**config.mk**
```make
export PLATFORM = sky130hd
export DESIGN_NAME = hci_core_r_valid_tracker
export DESIGN_NICKNAME = d
export VERILOG_FILES = /design/src/rtl/hci_core_r_valid_tracker.sv
export SDC_FILE = /design/constraint.sdc
export NUM_CORES = 1
export LEC_CHECK = 0
export BUFFER_PORTS_ARGS = -buffer_cell sky130_fd_sc_hd__buf_2
export CORE_ASPECT_RATIO = 1.5
export CORE_MARGIN = 10
export CORE_UTILIZATION = 30
export DETAILED_ROUTE_END_ITERATION = 10
export PLACE_DENSITY = 0.83
export SKIP_LAST_GASP = 1
export SLEW_MARGIN = 20
export SYNTH_ARGS = -nofsm -noshare
export SYNTH_HDL_FRONTEND = slang
export SYNTH_SLANG_ARGS = --single-unit
```
**constraint.sdc**
```tcl
create_clock -name clk_i -period 2.5 [get_ports clk_i]
set_input_delay 0.125 -clock clk_i [delete_from_list [all_inputs] [get_ports clk_i]]
set_output_delay 0.125 -clock clk_i [all_outputs]
set_load 0.03 [all_outputs]
```
**src/rtl/hci_core_r_valid_tracker.sv**
```systemverilog
// In-order response filter for HCI core channels: remembers whether each granted
// request was a read or a write and forwards r_valid upstream only for reads.
module hci_core_r_valid_tracker #(
    parameter int unsigned AW              = 32,
    parameter int unsigned DW              = 32,
    parameter int unsigned UW              = 1,
    parameter int unsigned MAX_OUTSTANDING = 4,
    parameter int unsigned CW              = $clog2(MAX_OUTSTANDING) + 1
) (
    input  logic            clk_i,
    input  logic            rst_i,
    input  logic            clear_i,
    input  logic            enable_i,
    input  logic            s_req_i,
    output logic            s_gnt_o,
    input  logic [AW-1:0]   s_add_i,
    input  logic            s_we_n_i,
    input  logic [DW-1:0]   s_data_i,
    input  logic [DW/8-1:0] s_be_i,
    input  logic [UW-1:0]   s_user_i,
    output logic [DW-1:0]   s_r_data_o,
    output logic [UW-1:0]   s_r_user_o,
    output logic            s_r_valid_o,
    output logic            m_req_o,
    input  logic            m_gnt_i,
    output logic [AW-1:0]   m_add_o,
    output logic            m_we_n_o,
    output logic [DW-1:0]   m_data_o,
    output logic [DW/8-1:0] m_be_o,
    output logic [UW-1:0]   m_user_o,
    input  logic [DW-1:0]   m_r_data_i,
    input  logic [UW-1:0]   m_r_user_i,
    input  logic            m_r_valid_i,
    output logic [CW-1:0]   outstanding_o,
    output logic            full_o,
    output logic            err_o
);

    localparam int unsigned   PW      = $clog2(MAX_OUTSTANDING);
    localparam logic [PW-1:0] PTR_ONE = PW'(1);
    localparam logic [CW-1:0] CNT_ONE = CW'(1);
    localparam logic [CW-1:0] CNT_MAX = CW'(MAX_OUTSTANDING);

    logic [MAX_OUTSTANDING-1:0] r_type;
    logic [PW-1:0]              r_wr_ptr;
    logic [PW-1:0]              r_rd_ptr;
    logic [CW-1:0]              r_count;
    logic                       r_err;

    logic w_empty;
    logic w_full;
    logic w_push;
    logic w_pop;
    logic w_head_we_n;

    assign m_add_o    = s_add_i;
    assign m_we_n_o   = s_we_n_i;
    assign m_data_o   = s_data_i;
    assign m_be_o     = s_be_i;
    assign m_user_o   = s_user_i;
    assign s_r_data_o = m_r_data_i;
    assign s_r_user_o = m_r_user_i;

    assign outstanding_o = r_count;
    assign full_o        = w_full;
    assign err_o         = r_err;

    // Occupancy flags and handshake gating; the grant path never depends on req.
    always_comb begin
        w_empty     = (r_count == {CW{1'b0}});
        w_full      = (r_count == CNT_MAX);
        m_req_o     = s_req_i & ~w_full;
        s_gnt_o     = m_gnt_i & ~w_full;
        w_push      = s_req_i & s_gnt_o;
        w_pop       = m_r_valid_i & ~w_empty;
        w_head_we_n = r_type[r_rd_ptr];
    end

    // Response filter: with the filter disabled the raw valid passes straight through.
    always_comb begin
        s_r_valid_o = 1'b0;
        if (enable_i) begin
            s_r_valid_o = m_r_valid_i & ~w_empty & w_head_we_n;
        end else begin
            s_r_valid_o = m_r_valid_i;
        end
    end

    // Type FIFO, pointers, occupancy and sticky error; tracking ignores enable_i.
    always_ff @(posedge clk_i) begin
        if (rst_i || clear_i) begin
            r_type   <= {MAX_OUTSTANDING{1'b0}};
            r_wr_ptr <= {PW{1'b0}};
            r_rd_ptr <= {PW{1'b0}};
            r_count  <= {CW{1'b0}};
            r_err    <= 1'b0;
        end else begin
            if (w_push) begin
                r_type[r_wr_ptr] <= s_we_n_i;
                r_wr_ptr         <= r_wr_ptr + PTR_ONE;
            end
            if (w_pop) begin
                r_rd_ptr <= r_rd_ptr + PTR_ONE;
            end
            case ({w_push, w_pop})
                2'b10:   r_count <= r_count + CNT_ONE;
                2'b01:   r_count <= r_count - CNT_ONE;
                default: r_count <= r_count;
            endcase
            if (m_r_valid_i && w_empty) begin
                r_err <= 1'b1;
            end
        end
    end

endmodule

```
* After elaboration in Yosys (flattened, before gate mapping)
Cells that the tools add are included.
** Cells by class
- Mux-type cells :: 7
- Eq/ne operators :: 3
- $lt $le $gt $ge :: 3
- Reduce and logical (&&, ||, !) cells :: 5
- Bitwise logic cells :: 7
- Add/sub/neg operators :: 4
** Operators by type and width (number)
- 2-bit by 3-bit < comparator with 1-bit output (second input constant) :: 2
- 3-bit case mux with 2 select lines :: 1
- 1-bit bitwise AND :: 5
- 2-bit by 1-bit adder with 2-bit output (second input constant) :: 2
- 4-bit bitwise mux :: 1
- 3-bit by 1-bit adder with 3-bit output (second input constant) :: 1
- 3-bit == test (second input constant) :: 1
- 3-bit zero test :: 1
- 1-bit two-way mux :: 3
- 3-bit by 1-bit subtractor with 3-bit output (second input constant) :: 1
- 1-bit binary-select mux with 2-bit select :: 1
- 1-bit demux with 2-bit select :: 1
- 2-bit by 1-bit == test with 1-bit output (second input constant) :: 1
- 2-bit == test (second input constant) :: 1
- 2-bit by 1-bit >= comparator with 1-bit output (second input constant) :: 1
- 1-bit logical AND :: 2
- 1-bit NOT :: 2
- 2-bit nonzero test :: 1
- 1-bit logical OR :: 1
** Storage, ports and cells
- Output and inout port bits :: 111
- Register bits :: 12

* Logic depth before layout (Yosys ltp)
- Depth after elaboration :: 6
- Depth in mapped cells :: 9
- Gate-level depth less buffers :: 8

* Least setup slack after synthesis
OpenSTA, ideal clock, no wires.
- Kind :: register -> register
- Start :: register r_count[2], in the netlist outstanding_o[2]
- End :: register r_count[2], in the netlist outstanding_o[2]
- Period minus slack after synthesis :: 2455 ps
- Setup slack :: 45 ps
- Arrival :: 2385 ps
- Required time :: 2430 ps
- Stages on the path, launching flop included :: 10
- Setup time :: 70 ps
- Path through :: dfxtp_1 > or3b_1 > buf_6 > nand2_1 > ha_1 > inv_1 > fa_1 > xor2_1 > or3_2 > a21oi_1
** Between the ends
- Cells in the longest elaborated chain, start to end :: 6
** Ends and longest elaborated chain
- start, declared :: RTL line 47 : logic [CW-1:0] r_count;
- start signal, assigned :: RTL line 95 : r_count <= {CW{1'b0}};
- start signal, assigned :: RTL line 106 : 2'b10: r_count <= r_count + CNT_ONE;
- start signal, assigned :: RTL line 107 : 2'b01: r_count <= r_count - CNT_ONE;
- 3-bit == test :: RTL line 71 : w_full = (r_count == CNT_MAX);
- 1-bit NOT :: RTL line 73 : s_gnt_o = m_gnt_i & ~w_full;
- 1-bit bitwise AND :: RTL line 73
- 1-bit bitwise AND :: RTL line 74 : w_push = s_req_i & s_gnt_o;
- 2-bit by 1-bit == test with 1-bit output / 2-bit == test (equally long branches) :: RTL line 105 : case ({w_push, w_pop})
- 3-bit case mux with 2 select lines / 2-bit nonzero test (equally long branches)
Parallel ways exist; a longest one is shown, timed or not.
A chain may end at the register's enable or synchronous reset.

* Worst setup path after layout
Ends and elaborated chain as after synthesis.

==> flow_summary.toml <==
[status]
status = "complete, no violations"

[finish]
fin_area_sq_um = 875.8
final_cell_mix = "buf_2, dfxtp_1, inv_1"
drive_gt1_share_pct = 28.72
num_antenna_cells = 0
final_common_cell = "buf_2"
nets = 211
area_delta_synth_final_pct = -39.39

[pwr]
pwr-share-seq_pct = 43.1
power.share.clock_pct = 45.3
ir_drop_mv = 0.2749
leakage_nw = 0.3758
switchingPower_mw = 0.1071
sw_frac_of_total_pct = 23.24
power_frac_comb_pct = 11.7
power_density_nw_per_um2 = 526.0
intPower_mw = 0.3537

[synth]
synth.top_cell.area_share_pct = 53.51
syn_inst = 179
syn_avg_cell_area_sq_um = 8.073
yosysSeqAreaShare_pct = 16.62
synth_cell_types = 25
yosysWarnings = 0
yosys.area.top_type = "buf_4"
synth_nets = 295
synth-seq-cells = 12
netlist_area_sq_um = 1445
synth_area_leaders = "buf_4, dfxtp_1, ha_1"

[place]
portBuffers = 16
gp_congestion = 0.6909
dpl_cell_area_sq_um = 820.8
dp_hpwl_um = 3314

[floorplanning]
coreArea_sq_um = 4579
die_x_um = 76.67
fp-row-count = 30
initial_utilization_pct = 31.56
die_area_sq_um = 8051
pin_count = 221
chipHeight_um = 105.0

[timing]
rsz0062_at_grt = "no"
tightest_slew_ps = 387.8
finalCritPeriodShare_pct = 91.08
slew_violations = 0
final_hold_viol_count = 0
setup_violations = 0
relSlewSlack_pct = 73.82
tns_ps = 0
finalClockSkew_ps = 2.737
fin_crit_ps = 2277
fmax_mhz = 439.2

[clock_network]
cts_tree = "yes"
ctsRootBufferMaster = "clkbuf_8"
clock-sinks = 12
clkSlewWorstSetupHoldPaths_ps = 50
post_cts_buffers = 0
clk_path_buf_depth = 2
htree_num_levels = 1
cts_made_buffers = 3
cts_resized = 0
cts_hold_buffers = 0
clk-insertion-delay-late_ps = 240

[drt]
viasPerCell = 4.468
wirelength_um = 3777
dr.first_iter.drc_count = 16
drc = 0
wl_per_cell_um = 23.91
final_antenna_net_count = 0
first_pass_iters = 4
vias = 706

[critical_path]
max_stage_delay_ps = 410
path_cells = "or3b_1, nand2_1, ha_1, inv_1, fa_1, xor2_1, or3_2, a21oi_1"
cp-end-kind = "flip-flop"
r2r_start = "outstanding_o[2]$_SDFFE_PP0P_"
path_buf_inv = 1
critical-path-slowest-cell = "dfxtp_1"
crit_path_start = "outstanding_o[2]$_SDFFE_PP0P_"
crit_required_ps = 2660
crit_fanout = 7
path_class = "flip-flop to flip-flop"
cp-start-kind = "flip-flop"
cp_top_family = "simple AND/OR/NAND/NOR gates"
cp.arrival_ps = 2440

[grt]
grt.overflow.total = 0
grt_usage_pct = 8.577
grt_pass1_wl_um = 5106
grt_max_degree = 10
grt_pass1_vias = 769
antenna_found_initial = 0

[worst_hold_path]
hold_start = "m_r_valid_i"
min_path_type = "input pin to flip-flop"

[run]
drv_cap = 0
==> routing by layer <==
metal,global-route usage [%],vias to the layer above,routed length [um]
li1,-,287,-
met1,4.033,277,728
met2,15.16,72,1856
met3,4.202,70,571
met4,14.93,0,621
met5,0,-,0
==> metrics by stage <==
step | std cells | util (%) | setup slack [ps] | hold slack (ps) | power [mW]
after floorplan | 179 | - | 45.14 | 265.7 | 0.5450
after global placement | 154 | 17.92 | 317.5 | 250.2 | 0.2562
after detailed placement | 154 | 17.92 | 220.8 | 250.2 | 0.2576
after CTS | 158 | 19.13 | 207.9 | 152.0 | 0.4682
after global routing | 158 | 19.13 | 85.81 | 210.8 | 0.4813
final | 158 | 19.13 | 223.1 | 154.6 | 0.4607
==> power by group through the flow <==
stage	Combinational, mW	Sequential (mW)	Clock (mW)
after CTS	0.0554	0.198	0.214
final	0.0538	0.198	0.209
after global placement	0.0543	0.202	0
after detailed placement	0.0551	0.202	0
after floorplan	0.339	0.206	0
after global routing	0.0616	0.199	0.221
==> cells by family (layout without fill, tap and decap cells) <==
logic type      count (synthesis)  after routing  share of synthesized area [%]
flops                          12             12                          16.62
simple gates                   27             27                          9.524
buf+inv                       114             29                          56.88
xor+xnor                        4              4                          2.424
mux                             5              5                          4.329
fa+ha+maj                       6              6                          5.714
compound gates                 11             11                          4.502
==> cell usage after synthesis, drive strengths merged <==
cell,count
or2,1
clkbuf,2
buf,104
o21ai,3
and2,3
nor3,1
mux2i,4
inv,8
or3b,1
a21oi,5
a22o,1
ha,5
and3,1
nor2,7
o31ai,1
or3,1
o311ai,1
nand3,5
nand2,7
fa,1
mux4,1
xor2,4
dfxtp,12
==> state kept, by name (all words and copies together) (netlist names) <==
register       count
r_type             4
outstanding_o      3
r_rd_ptr           2
r_wr_ptr           2
err_o              1
==> area by class of cell <==
type                            count  area (sq um)
Inverter                            8         30.03
Tap cell                           64         80.08
Clock buffer                        4         55.05
Fill cell                         537          3704
Sequential cell                    12         240.2
Timing Repair Buffer               17         87.58
Multi-Input combinational cell     53         382.9
==> worst paths after layout <==
kind / cells past startpoint / endpoint / slack (ps)
setup / recovery: 8 / outstanding_o[2]$_SDFFE_PP0P_ / 220
hold / removal: 3 / err_o$_SDFFE_PP0P_ / 150
setup reg to reg: 8 / outstanding_o[2]$_SDFFE_PP0P_ / 220
hold reg to reg: 2 / r_type[2]$_SDFFE_PP0P_ / 460
==> worst register-to-register path: stages, from the launching register on <==
cell and delay (ps):
dfxtp_1 410, or3b_1 390, nand2_1 80, ha_1 180
inv_1 60, fa_1 370, xor2_1 160, or3_2 410
a21oi_1 160
(Power assumes the default switching activity.)
